[config.mk]
export PLATFORM = sky130hd
export DESIGN_NAME = fft_sequencer
export DESIGN_NICKNAME = d
export VERILOG_FILES = /design/src/rtl/fft_pkg.sv /design/src/rtl/fft_twiddle_index.sv /design/src/rtl/fft_sequencer.sv
export SDC_FILE = /design/constraint.sdc
export NUM_CORES = 1
export LEC_CHECK = 0
export ABC_AREA = 1
export BUFFER_PORTS_ARGS = -buffer_cell sky130_fd_sc_hd__buf_2
export CORE_MARGIN = 4
export CORE_UTILIZATION = 30
export CTS_BUF_LIST = sky130_fd_sc_hd__clkbuf_8
export DETAILED_ROUTE_END_ITERATION = 7
export HOLD_SLACK_MARGIN = 0.05
export RECOVER_POWER = 25
export SLEW_MARGIN = 20
export SYNTH_ARGS = -nofsm -noshare
export SYNTH_HDL_FRONTEND = slang
export SYNTH_SLANG_ARGS = --single-unit
[constraint.sdc]
create_clock -name clk -period 1.85 [get_ports clk]
set_clock_uncertainty 0.1 [all_clocks]
set_input_delay 0 -clock clk [delete_from_list [all_inputs] [get_ports clk]]
set_output_delay 0 -clock clk [all_outputs]
set_load 0.05 [all_outputs]
[src/rtl/fft_pkg.sv]
// ---------------------------------------------------------------------------
// fft_pkg
// Shared definitions for the FFT issue sequencer:
//   - state_t       : sequencer FSM states (IDLE, ISSUE, FLUSH, DONE)
//   - DEFAULT_*     : default transform size / flush latency and the
//                     log2N / half-N widths derived from them
//   - log2n/half_n  : width helpers for an arbitrary power-of-two N
//   - flush_width   : width of the stage-barrier flush counter for a LAT
// No ports (package).
// ---------------------------------------------------------------------------
package fft_pkg;

  typedef enum logic [1:0] {
    IDLE  = 2'd0,
    ISSUE = 2'd1,
    FLUSH = 2'd2,
    DONE  = 2'd3
  } state_t;

  localparam int unsigned DEFAULT_N      = 8;
  localparam int unsigned DEFAULT_LAT    = 4;
  localparam int unsigned DEFAULT_LOG2N  = $clog2(DEFAULT_N);
  localparam int unsigned DEFAULT_HALF_N = DEFAULT_N / 2;

  function automatic int unsigned log2n(input int unsigned n);
    return $clog2(n);
  endfunction

  function automatic int unsigned half_n(input int unsigned n);
    return n / 2;
  endfunction

  // A LAT of 1 still needs a one-bit counter that simply sits at zero.
  function automatic int unsigned flush_width(input int unsigned lat);
    return (lat > 1) ? $clog2(lat) : 1;
  endfunction

endpackage

[src/rtl/fft_twiddle_index.sv]
// ---------------------------------------------------------------------------
// fft_twiddle_index
// Derives the twiddle exponent k (for W_N^k) of a radix-2 butterfly from the
// stage index and the pair index: the pair index with its low
// (log2N-1-stage) bits cleared. Purely combinational.
// Ports:
//   stage        in  [SW-1:0]  stage index, 0..log2N-1
//   pair_id      in  [PW-1:0]  butterfly pair, 0..N/2-1
//   twiddle_idx  out [PW-1:0]  twiddle exponent
// ---------------------------------------------------------------------------
module fft_twiddle_index #(
  parameter int unsigned SW = 3,
  parameter int unsigned PW = 2
) (
  input  logic [SW-1:0] stage,
  input  logic [PW-1:0] pair_id,
  output logic [PW-1:0] twiddle_idx
);

  logic [PW-1:0] keep_mask;

  // Shifting an all-ones word left by (PW - stage) leaves ones only in the
  // bits that survive; at stage 0 the shift equals the width and the mask
  // is all zeros, at the last stage the shift is 0 and the mask is all ones.
  assign keep_mask   = {PW{1'b1}} << (SW'(PW) - stage);
  assign twiddle_idx = pair_id & keep_mask;

endmodule

[src/rtl/fft_sequencer.sv]
// ---------------------------------------------------------------------------
// fft_sequencer
// Walks a radix-2 FFT: for each of log2N stages it issues N/2 butterfly
// pairs (one per cycle while ready is high), then waits LAT cycles so the
// downstream pipeline drains before the next stage reads its results.
// Ports:
//   clk          in   sole clock, rising edge
//   rst          in   asynchronous active-high reset
//   start        in   begin a transform (sampled only in IDLE)
//   ready        in   downstream accepts the current issue
//   valid        out  stage/pair_id/twiddle_idx carry an issue
//   stage        out  [log2N-1:0]  stage index
//   pair_id      out  [log2N-2:0]  butterfly pair
//   twiddle_idx  out  [log2N-2:0]  twiddle exponent
//   last         out  final pair of the final stage
//   busy         out  transform in progress (ISSUE, FLUSH, DONE)
//   done         out  one-cycle completion pulse
// ---------------------------------------------------------------------------
module fft_sequencer
  import fft_pkg::*;
#(
  parameter  int unsigned N   = DEFAULT_N,
  parameter  int unsigned LAT = DEFAULT_LAT,
  localparam int unsigned SW  = log2n(N),
  localparam int unsigned PW  = SW - 1
) (
  input  logic          clk,
  input  logic          rst,
  input  logic          start,
  input  logic          ready,
  output logic          valid,
  output logic [SW-1:0] stage,
  output logic [PW-1:0] pair_id,
  output logic [PW-1:0] twiddle_idx,
  output logic          last,
  output logic          busy,
  output logic          done
);

  localparam int unsigned   CW         = flush_width(LAT);
  localparam logic [SW-1:0] LAST_STAGE = SW'(SW - 1);
  localparam logic [PW-1:0] LAST_PAIR  = PW'(half_n(N) - 1);
  localparam logic [CW-1:0] FLUSH_LOAD = CW'(LAT - 1);

  state_t        state_q, state_d;
  logic [SW-1:0] stage_q, stage_d;
  logic [PW-1:0] pair_q,  pair_d;
  logic [CW-1:0] cnt_q,   cnt_d;
  logic [PW-1:0] tw_raw;

  always_ff @(posedge clk or posedge rst) begin
    if (rst) begin
      state_q <= IDLE;
      stage_q <= '0;
      pair_q  <= '0;
      cnt_q   <= '0;
    end else begin
      state_q <= state_d;
      stage_q <= stage_d;
      pair_q  <= pair_d;
      cnt_q   <= cnt_d;
    end
  end

  // The flush counter is loaded with LAT-1 and FLUSH exits on the cycle it
  // reads zero, which gives exactly LAT cycles with valid low.
  always_comb begin
    state_d = state_q;
    stage_d = stage_q;
    pair_d  = pair_q;
    cnt_d   = cnt_q;
    unique case (state_q)
      IDLE: begin
        if (start) begin
          state_d = ISSUE;
          stage_d = '0;
          pair_d  = '0;
        end
      end
      ISSUE: begin
        if (ready) begin
          if (pair_q == LAST_PAIR) begin
            pair_d  = '0;
            cnt_d   = FLUSH_LOAD;
            state_d = FLUSH;
          end else begin
            pair_d = pair_q + PW'(1);
          end
        end
      end
      FLUSH: begin
        if (cnt_q == '0) begin
          if (stage_q == LAST_STAGE) begin
            state_d = DONE;
          end else begin
            stage_d = stage_q + SW'(1);
            state_d = ISSUE;
          end
        end else begin
          cnt_d = cnt_q - CW'(1);
        end
      end
      DONE: begin
        stage_d = '0;
        state_d = IDLE;
      end
      default: state_d = IDLE;
    endcase
  end

  fft_twiddle_index #(
    .SW(SW),
    .PW(PW)
  ) u_twiddle (
    .stage      (stage_q),
    .pair_id    (pair_q),
    .twiddle_idx(tw_raw)
  );

  // Issue fields are forced to zero whenever no issue is presented so the
  // downstream never sees stale indices.
  assign valid       = (state_q == ISSUE);
  assign stage       = valid ? stage_q : '0;
  assign pair_id     = valid ? pair_q  : '0;
  assign twiddle_idx = valid ? tw_raw  : '0;
  assign last        = valid && (stage_q == LAST_STAGE) && (pair_q == LAST_PAIR);
  assign busy        = (state_q != IDLE);
  assign done        = (state_q == DONE);

endmodule
# Yosys cells after proc, flatten, opt, wreduce, memory -nomap -nowiden
# Index checks and enable logic that the tools add are counted.
dict set report word_totals {
  out_inout_bits 11
  reg_bits 9
  ramBits 0
  n_memories 0
  latchBits 0
  rom_bits 0
}
dict set report classes {
  order_cmp 0
  n_div 0
  n_reduce_logical 12
  mul 0
  n_addsub 4
  shifts 1
  bitwise 1
  mux 21
  n_eq_ne 11
}
# op n
set ops {}
lappend ops {{2-bit 2-to-1 mux} 13}
lappend ops {{3-bit 2-to-1 mux} 4}
lappend ops {{4-bit AND reduction} 3}
lappend ops {{2-bit inequality test, second input constant} 5}
lappend ops {{3-bit one-hot mux with 3 select lines} 1}
lappend ops {{2-bit one-hot mux with 2 select lines} 2}
lappend ops {{2-bit one-hot mux with 4 select lines} 1}
lappend ops {{2-bit == test, second input constant} 3}
lappend ops {{2-bit nonzero test} 3}
lappend ops {{2-bit zero test} 2}
lappend ops {{3-bit by 1-bit adder with 3-bit output, second input constant} 1}
lappend ops {{3-bit by 2-bit == test with 1-bit output, second input constant} 1}
lappend ops {{3-bit AND reduction} 1}
lappend ops {{3-bit nonzero test} 1}
lappend ops {{2-bit by 3-bit << shifter with 2-bit output, first input constant} 1}
lappend ops {{2-bit by 3-bit subtractor with 3-bit output, first input constant} 1}
lappend ops {{2-bit by 1-bit adder with 2-bit output, second input constant} 1}
lappend ops {{2-bit bitwise AND} 1}
lappend ops {{2-bit by 1-bit == test with 1-bit output, second input constant} 1}
lappend ops {{1-bit logical AND} 2}
lappend ops {{2-bit by 1-bit inequality test with 1-bit output, second input constant} 1}
lappend ops {{2-bit by 1-bit subtractor with 2-bit output, second input constant} 1}

# Longest topological paths before layout
# Gate-level depths: netlist (run 1).
dict set report depth {
  depth_word 4
  mapped_depth 9
}

# Cells and area by module
# Synthesis (run 1) repeated with hierarchy kept, for this count alone.
dict set report hier_totals {
  cells_unflattened 99
  area_unflattened_um2 674.4
}
# mod area_per_inst_um2 cells_per_inst instances
set modules_own_cells {}
lappend modules_own_cells {fft_sequencer 623.1 88 1}
lappend modules_own_cells {fft_twiddle_index 51.3 11 1}

# Least setup slack after synthesis (run 1)
# Ideal clock, no wire load.
dict set report synth_path {
  path_type {register -> output}
  from {register state_q[1]}
  to {output twiddle_idx[0]}
  arrival_ps 2186
  path_stages_with_launch 6
  path_buffers 0
  setup_slack_ps -436
  t_required_ps 1750
  path_cell_list {dfrtp_1 > nor2_4 > inv_4 > nor2_2 > nand2_1 > nor2_1}
}
dict set report synth_between {
  elab_chain_cells 2
}
# element line_no
set synth_rtl {}
lappend synth_rtl {{start: declaration} fft_sequencer.sv:45} ;# state_t state_q, state_d;
lappend synth_rtl {{start signal: assignment} fft_sequencer.sv:58} ;# state_q <= state_d;
lappend synth_rtl {{2-bit by 1-bit == test with 1-bit output} fft_sequencer.sv:122} ;# assign valid = (state_q == ISSUE);
lappend synth_rtl {{named net valid} fft_sequencer.sv:31} ;# output logic valid,
lappend synth_rtl {{2-bit 2-to-1 mux} fft_sequencer.sv:125} ;# assign twiddle_idx = valid ? tw_raw : '0;
lappend synth_rtl {{end: declaration} fft_sequencer.sv:34} ;# output logic [PW-1:0] twiddle_idx,
# The timed path passes the listed nets, and every way through them passes these cells.

# Worst setup path in the final report (run 1)
dict set report layout_path {
  from {register stage_q[0]}
  to {output twiddle_idx[0]}
}
dict set report layout_between {
  elab_chain_cells 4
}
# element line_no
set layout_rtl {}
lappend layout_rtl {{start: declaration} fft_sequencer.sv:46} ;# logic [SW-1:0] stage_q, stage_d;
lappend layout_rtl {{start signal: assignment} fft_sequencer.sv:59} ;# stage_q <= stage_d;
lappend layout_rtl {{2-bit by 3-bit subtractor with 3-bit output} fft_twiddle_index.sv:25} ;# assign keep_mask = {PW{1'b1}} << (SW'(PW) - stage);
lappend layout_rtl {{2-bit by 3-bit << shifter with 2-bit output} fft_twiddle_index.sv:25}
lappend layout_rtl {{2-bit bitwise AND} fft_twiddle_index.sv:26} ;# assign twiddle_idx = pair_id & keep_mask;
lappend layout_rtl {{2-bit 2-to-1 mux} fft_sequencer.sv:125}
# Every way passes these cells.

==> results.py, run 1 <==
metrics = {
    "setup_path": {
        "worstPathArrival_ns": 1.60,
        "crit_required_ns": 1.75,
        "reg2reg_from": "stage_q[0]",
        "path_class": "reg2out",
        "cp_max_fo": 3,
        "startpoint": "stage_q[0]",
        "endpoint_kind": "primary output",
        "start_kind": "register",
        "r2r_cells": 8,
    },
    "timing": {
        "post-route-period-util_pct": 92.0,
        "whs_ns": 0.0483,
        "rsz0062_at_grt": "no",
        "hold_viol": 0,
        "worst_pin_slew_ns": 0.363,
        "setup_violations": 0,
        "period_needed_ns": 1.70,
        "fmax_ghz": 0.587,
        "slew_headroom_pct": 75.8,
        "final_max_slew_viol_count": 0,
    },
    "final_layout": {
        "area_growth_pct": 29.1,
        "seq_area_um2": 225,
        "multiInputGateArea_um2": 350,
        "finalNetCount": 120,
        "fillCellCount": 205,
        "drive_above_1_share_pct": 30.9,
        "fin_area_um2": 817,
        "n_antenna_cell": 0,
    },
    "yosys": {
        "synth.ff_latch_count": 9,
        "netlist_instances": 90,
        "netlist_area_um2": 633,
        "synth_nets": 99,
        "syn_avg_cell_area_um2": 7.03,
        "ys_seq_area_share_pct": 35.6,
        "synth.distinct_cells": 17,
        "yosysWarnings": 0,
    },
    "clock_tree": {
        "cts_sinks": 9,
        "clock_latency_ns": 0.23,
        "cts_tree": "yes",
        "clk_path_buf_depth": 2,
        "h-tree-depth": 1,
        "cts_buffers": 3,
        "clk_pin_slew_ns": 0.05,
        "root_buffer": "clkbuf_8",
    },
    "floorplan": {
        "die_w_um": 53.9,
        "num_io_pins": 15,
        "die_y_um": 53.9,
        "rows": 16,
        "start_util_pct": 31.9,
        "dieArea_um2": 2910,
        "fp.coreArea_um2": 1980,
    },
    "grt": {
        "antenna_found_initial": 0,
        "gr-total-overflow": 0,
        "grt_max_degree": 10,
        "grt_pass1_wl_um": 2060,
        "grt_usage_pct": 10.2,
        "grt_pass1_vias": 495,
    },
    "hold_path": {
        "hp-start": "start",
        "worstHoldPathType": "in2reg",
        "hold_depth": 5,
    },
    "detailed_routing": {
        "wl_per_cell_um": 9.00,
        "vias": 581,
        "drtPass1Iterations": 4,
        "drc": 0,
        "ant_nets": 0,
        "drt_wl_total_um": 1230,
        "viasPerCell": 4.24,
        "first_iter_violations": 21,
    },
    "power": {
        "combPwrFrac_pct": 57.9,
        "p_seq_share_pct": 25.2,
        "p_clk_share_pct": 17.0,
        "internal_power_w": 0.000633,
        "p_sw_w": 0.000711,
        "vdd_drop_max_uv": 902,
        "power_density_nw_per_um2": 1640,
        "swShare_pct": 52.9,
        "p_leak_nw": 0.446,
    },
    "placed_design": {
        "place_hpwl_um": 975,
        "place_congestion": 0.796,
        "portBuffers": 14,
        "place_area_um2": 749,
    },
    "run_status": {
        "outcome": "finished, final reports clean",
    },
    "run": {
        "cap_violations": 0,
    },
}
state kept, by name, summed over array words and instances (netlist names):
name / count
stage_q: 3
pair_q: 2
state_q: 2
cnt_q: 2
cells in the mapped netlist:
cell / n / area share, %
o21ai_1: 4 / 3.2
nand3_1: 6 / 4.7
ha_1: 5 / 9.9
a21oi_1: 3 / 2.4
nor2_2: 3 / 3.0
nand2_1: 19 / 11
o21ai_2: 1 / 1.4
nand3_2: 1 / 1.6
o21ai_0: 2 / 1.6
inv_2: 2 / 1.2
nor3_1: 2 / 1.6
nor2_4: 1 / 1.8
inv_1: 15 / 8.9
nor2_1: 12 / 7.1
nand2_2: 4 / 4.0
dfrtp_1: 9 / 36
inv_4: 1 / 0.99
cell families after synthesis:
logic type,share of synthesized area [%]
AND/OR/NAND/NOR,35.0
buffers and inverters,11.1
AO/OA/AOI/OAI,8.50
flip-flops,35.6
adder cells (fa/ha/maj),9.88
layout make-up:
type                       instances  area share, %
sequential                         9           27.6
clock inverter                     1          0.459
clock buffer                       3           5.05
multi-input combinational         63           42.9
timing repair buffer              16           11.3
tap                               27           4.13
inverter                          18           8.58
cell usage in the layout, fill, tap and decap left out:
master and instances:
nand2_1 19, inv_1 16, buf_2 12, nor2_1 11
dfrtp_1 9, nand3_1 6, ha_1 5, nand2_2 4
nor2_2 4, o21ai_1 4, a21oi_1 3, clkbuf_8 3
inv_2 2, o21ai_0 2, nor3_2 2, buf_4 2
nor2_4 1, inv_4 1, nand3_2 1, o21ai_2 1
dlygate4sd3_1 1, clkbuf_4 1
metrics by stage:
stage               power, W  utilization [%]  setup TNS, ns  std cells  worst slack [ns]
floorplan           0.000973                -         -0.252         90            -0.252
global placement     0.00111             37.8              0        131             0.337
detailed placement   0.00112             37.8              0        131             0.284
CTS                  0.00135             40.6              0        136            0.0228
global route         0.00148             41.2              0        137            0.0196
finish               0.00134             41.2              0        137             0.148
path summary, 6_finish.rpt:
| path | slack (ns) | to |
|---|---|---|
| min in group asynchronous | 0.18 | pair_q[0] |
| worst max register to register | 0.47 | stage_q[2] |
| worst min-delay path | 0.05 | state_q[0] |
| max in group asynchronous | 1.21 | cnt_q[1] |
| worst max-delay path | 0.15 | twiddle_idx[0] |
| worst min register to register | 0.39 | cnt_q[1] |
power groups by stage:
stage / Clock [W] / Sequential, W / Combinational (W)
after global placement: 0 / 0.000341 / 0.000769
after CTS: 0.000235 / 0.000341 / 0.000779
after floorplan: 0 / 0.000331 / 0.000642
final: 0.000228 / 0.000338 / 0.000778
after global routing: 0.000249 / 0.000353 / 0.000881
after detailed placement: 0 / 0.000343 / 0.000774
worst max-delay path, stage by stage (launching register included):
cell and delay (ns):
dfrtp_1 0.36, inv_1 0.08, ha_1 0.32, a21oi_1 0.11
o21ai_0 0.15, nor2_2 0.12, clkbuf_4 0.22
timing repair:
item | CTS | global route
setup buffers | 0 | 1
setup endpoints to repair | 0 | 2
hold buffers | 1 | 0
endpoints found under the hold margin | 9 | 0
gates resized for setup | 0 | 3
per-layer routing:
layer,vias up,wire [µm],track usage [%]
li1,316,-,-
met1,243,611,13.2
met2,19,511,14.3
met3,3,81,2.49
met4,0,29,7.66
met5,-,0,0
Power figures use the tool's default switching activity.
==> run 2: changes to the inputs <==
Clock period 1.85 ns to 1.7 ns, I/O delays scaled along.
==> results.py, run 2 (synthesized netlist as in run 1, its figures left out) <==
metrics = {
    "timing": {
        "slew_headroom_pct": 76.7,
        "rsz0062_at_grt": "no",
        "post-route-period-util_pct": 96.0,
        "worst_pin_slew_ns": 0.348,
        "fmax_ghz": 0.612,
        "setup_ws_ns": 0.0673,
        "hold_viol": 0,
        "final_max_slew_viol_count": 0,
        "period_needed_ns": 1.63,
        "fin_setup_tns_ns": 0,
        "setup_violations": 0,
    },
    "grt": {
        "antenna_found_initial": 0,
        "grt_usage_pct": 10.6,
        "grt_pass1_wl_um": 2180,
        "grt_pass1_vias": 535,
        "grt_max_degree": 10,
        "gr-total-overflow": 0,
    },
    "detailed_routing": {
        "drt_wl_total_um": 1290,
        "vias": 572,
        "viasPerCell": 4.09,
        "drtPass1Iterations": 2,
        "first_iter_violations": 4,
        "drc": 0,
        "ant_nets": 0,
        "wl_per_cell_um": 9.20,
    },
    "placed_design": {
        "place_congestion": 0.742,
        "place_area_um2": 759,
        "portBuffers": 14,
        "place_hpwl_um": 1040,
        "place_ws_ns": 0.0407,
    },
    "hold_path": {
        "hp-start": "ready",
        "worstHoldPathType": "in2reg",
    },
    "final_layout": {
        "fin_area_um2": 863,
        "final_cell_mix": "19 x nand2_1, 16 x inv_1, 12 x buf_2",
        "area_growth_pct": 36.4,
        "drive_above_1_share_pct": 33.6,
        "n_antenna_cell": 0,
        "final_common_cell": "nand2_1",
        "top_register": "stage_q",
        "finalNetCount": 123,
        "largest_register_ffs": 3,
        "fillCellCount": 205,
        "final_util_pct": 43.6,
    },
    "clock_tree": {
        "h-tree-depth": 1,
        "root_buffer": "clkbuf_8",
        "cts_tree": "yes",
        "clk_path_buf_depth": 2,
        "clk_pin_slew_ns": 0.05,
        "cts_sinks": 9,
        "clock_latency_ns": 0.23,
        "cts_buffers": 3,
    },
    "floorplan": {
        "rows": 16,
        "num_io_pins": 15,
        "fp.coreArea_um2": 1980,
        "start_util_pct": 31.9,
        "dieArea_um2": 2910,
        "die_w_um": 53.9,
        "die_y_um": 53.9,
    },
    "setup_path": {
        "start_kind": "register",
        "worstPathArrival_ns": 1.53,
        "startpoint": "stage_q[0]",
        "crit_required_ns": 1.60,
        "cp_max_fo": 2,
        "reg2reg_from": "stage_q[1]",
        "endpoint_kind": "primary output",
        "path_class": "reg2out",
    },
    "power": {
        "p_leak_nw": 0.463,
        "power_density_nw_per_um2": 1760,
        "vdd_drop_max_uv": 1220,
    },
    "run_status": {
        "outcome": "finished, final reports clean",
    },
    "run": {
        "cap_violations": 0,
    },
}
==> run 2: metal layers <==
| layer | track usage (%) | share of wire, % | vias up |
|---|---|---|---|
| met2 | 15.7 | 43 | 13 |
| li1 | - | - | 321 |
| met5 | 0 | 0 | - |
| met3 | 2.49 | 4.3 | 3 |
| met4 | 6.38 | 1.7 | 0 |
| met1 | 13.8 | 51 | 235 |
==> run 2: path summary, 6_finish.rpt <==
| check | end | slack (ns) | cells after the start |
|---|---|---|---|
| worst max-delay path | twiddle_idx[1] | 0.07 | 6 |
| worst min-delay path | state_q[0] | 0.07 | 4 |
| worst max register to register | stage_q[0] | 0.32 | 7 |
| worst min register to register | cnt_q[0] | 0.39 | 2 |
| max in group asynchronous | stage_q[0] | 1.07 | 3 |
| min in group asynchronous | cnt_q[1] | 0.17 | 3 |
==> run 2: area by class of cell <==
type	instances	area [µm²]	share of cell area (%)
multi-input cells	63	368	42.6
flip-flops and latches	9	225	26.1
repair buffers	19	121	14.1
inverters	18	70.1	8.12
clock buffers	3	41.3	4.78
well taps	27	33.8	3.91
clock inverters	1	3.75	0.435
==> run 2: repair_timing <==
action | 4_1_cts | 5_1_grt
endpoints found under the setup margin | 2 | 2
pin swaps | 0 | 1
endpoints found under the hold margin | 10 | 0
resized for setup | 4 | 2
hold buffers | 2 | 0
setup buffers | 2 | 1
==> run 2: power by group <==
part / switching [W] / internal, W
sequential: 0.0000763 / 0.000293
clock: 0.0000846 / 0.000157
combinational: 0.000634 / 0.000272
total: 0.000795 / 0.000722
==> run 2: worst max-delay path, cell delays in order, from the launching register on <==
cell and delay [ns]:
dfrtp_1 0.38, buf_4 0.14, ha_1 0.22, a21oi_2 0.15
o21ai_2 0.09, nor3_2 0.14, buf_6 0.18
==> run 2: per-stage QoR <==
stage | cells | power [W] | hold slack [ns]
3_5_place_dp | 131 | 0.00124 | -0.116
3_3_place_gp | 131 | 0.00122 | -0.121
6_report | 140 | 0.00152 | 0.0687
2_1_floorplan | 90 | 0.00108 | -0.272
5_1_grt | 140 | 0.00165 | 0.0973
4_1_cts | 139 | 0.00151 | 0.0706
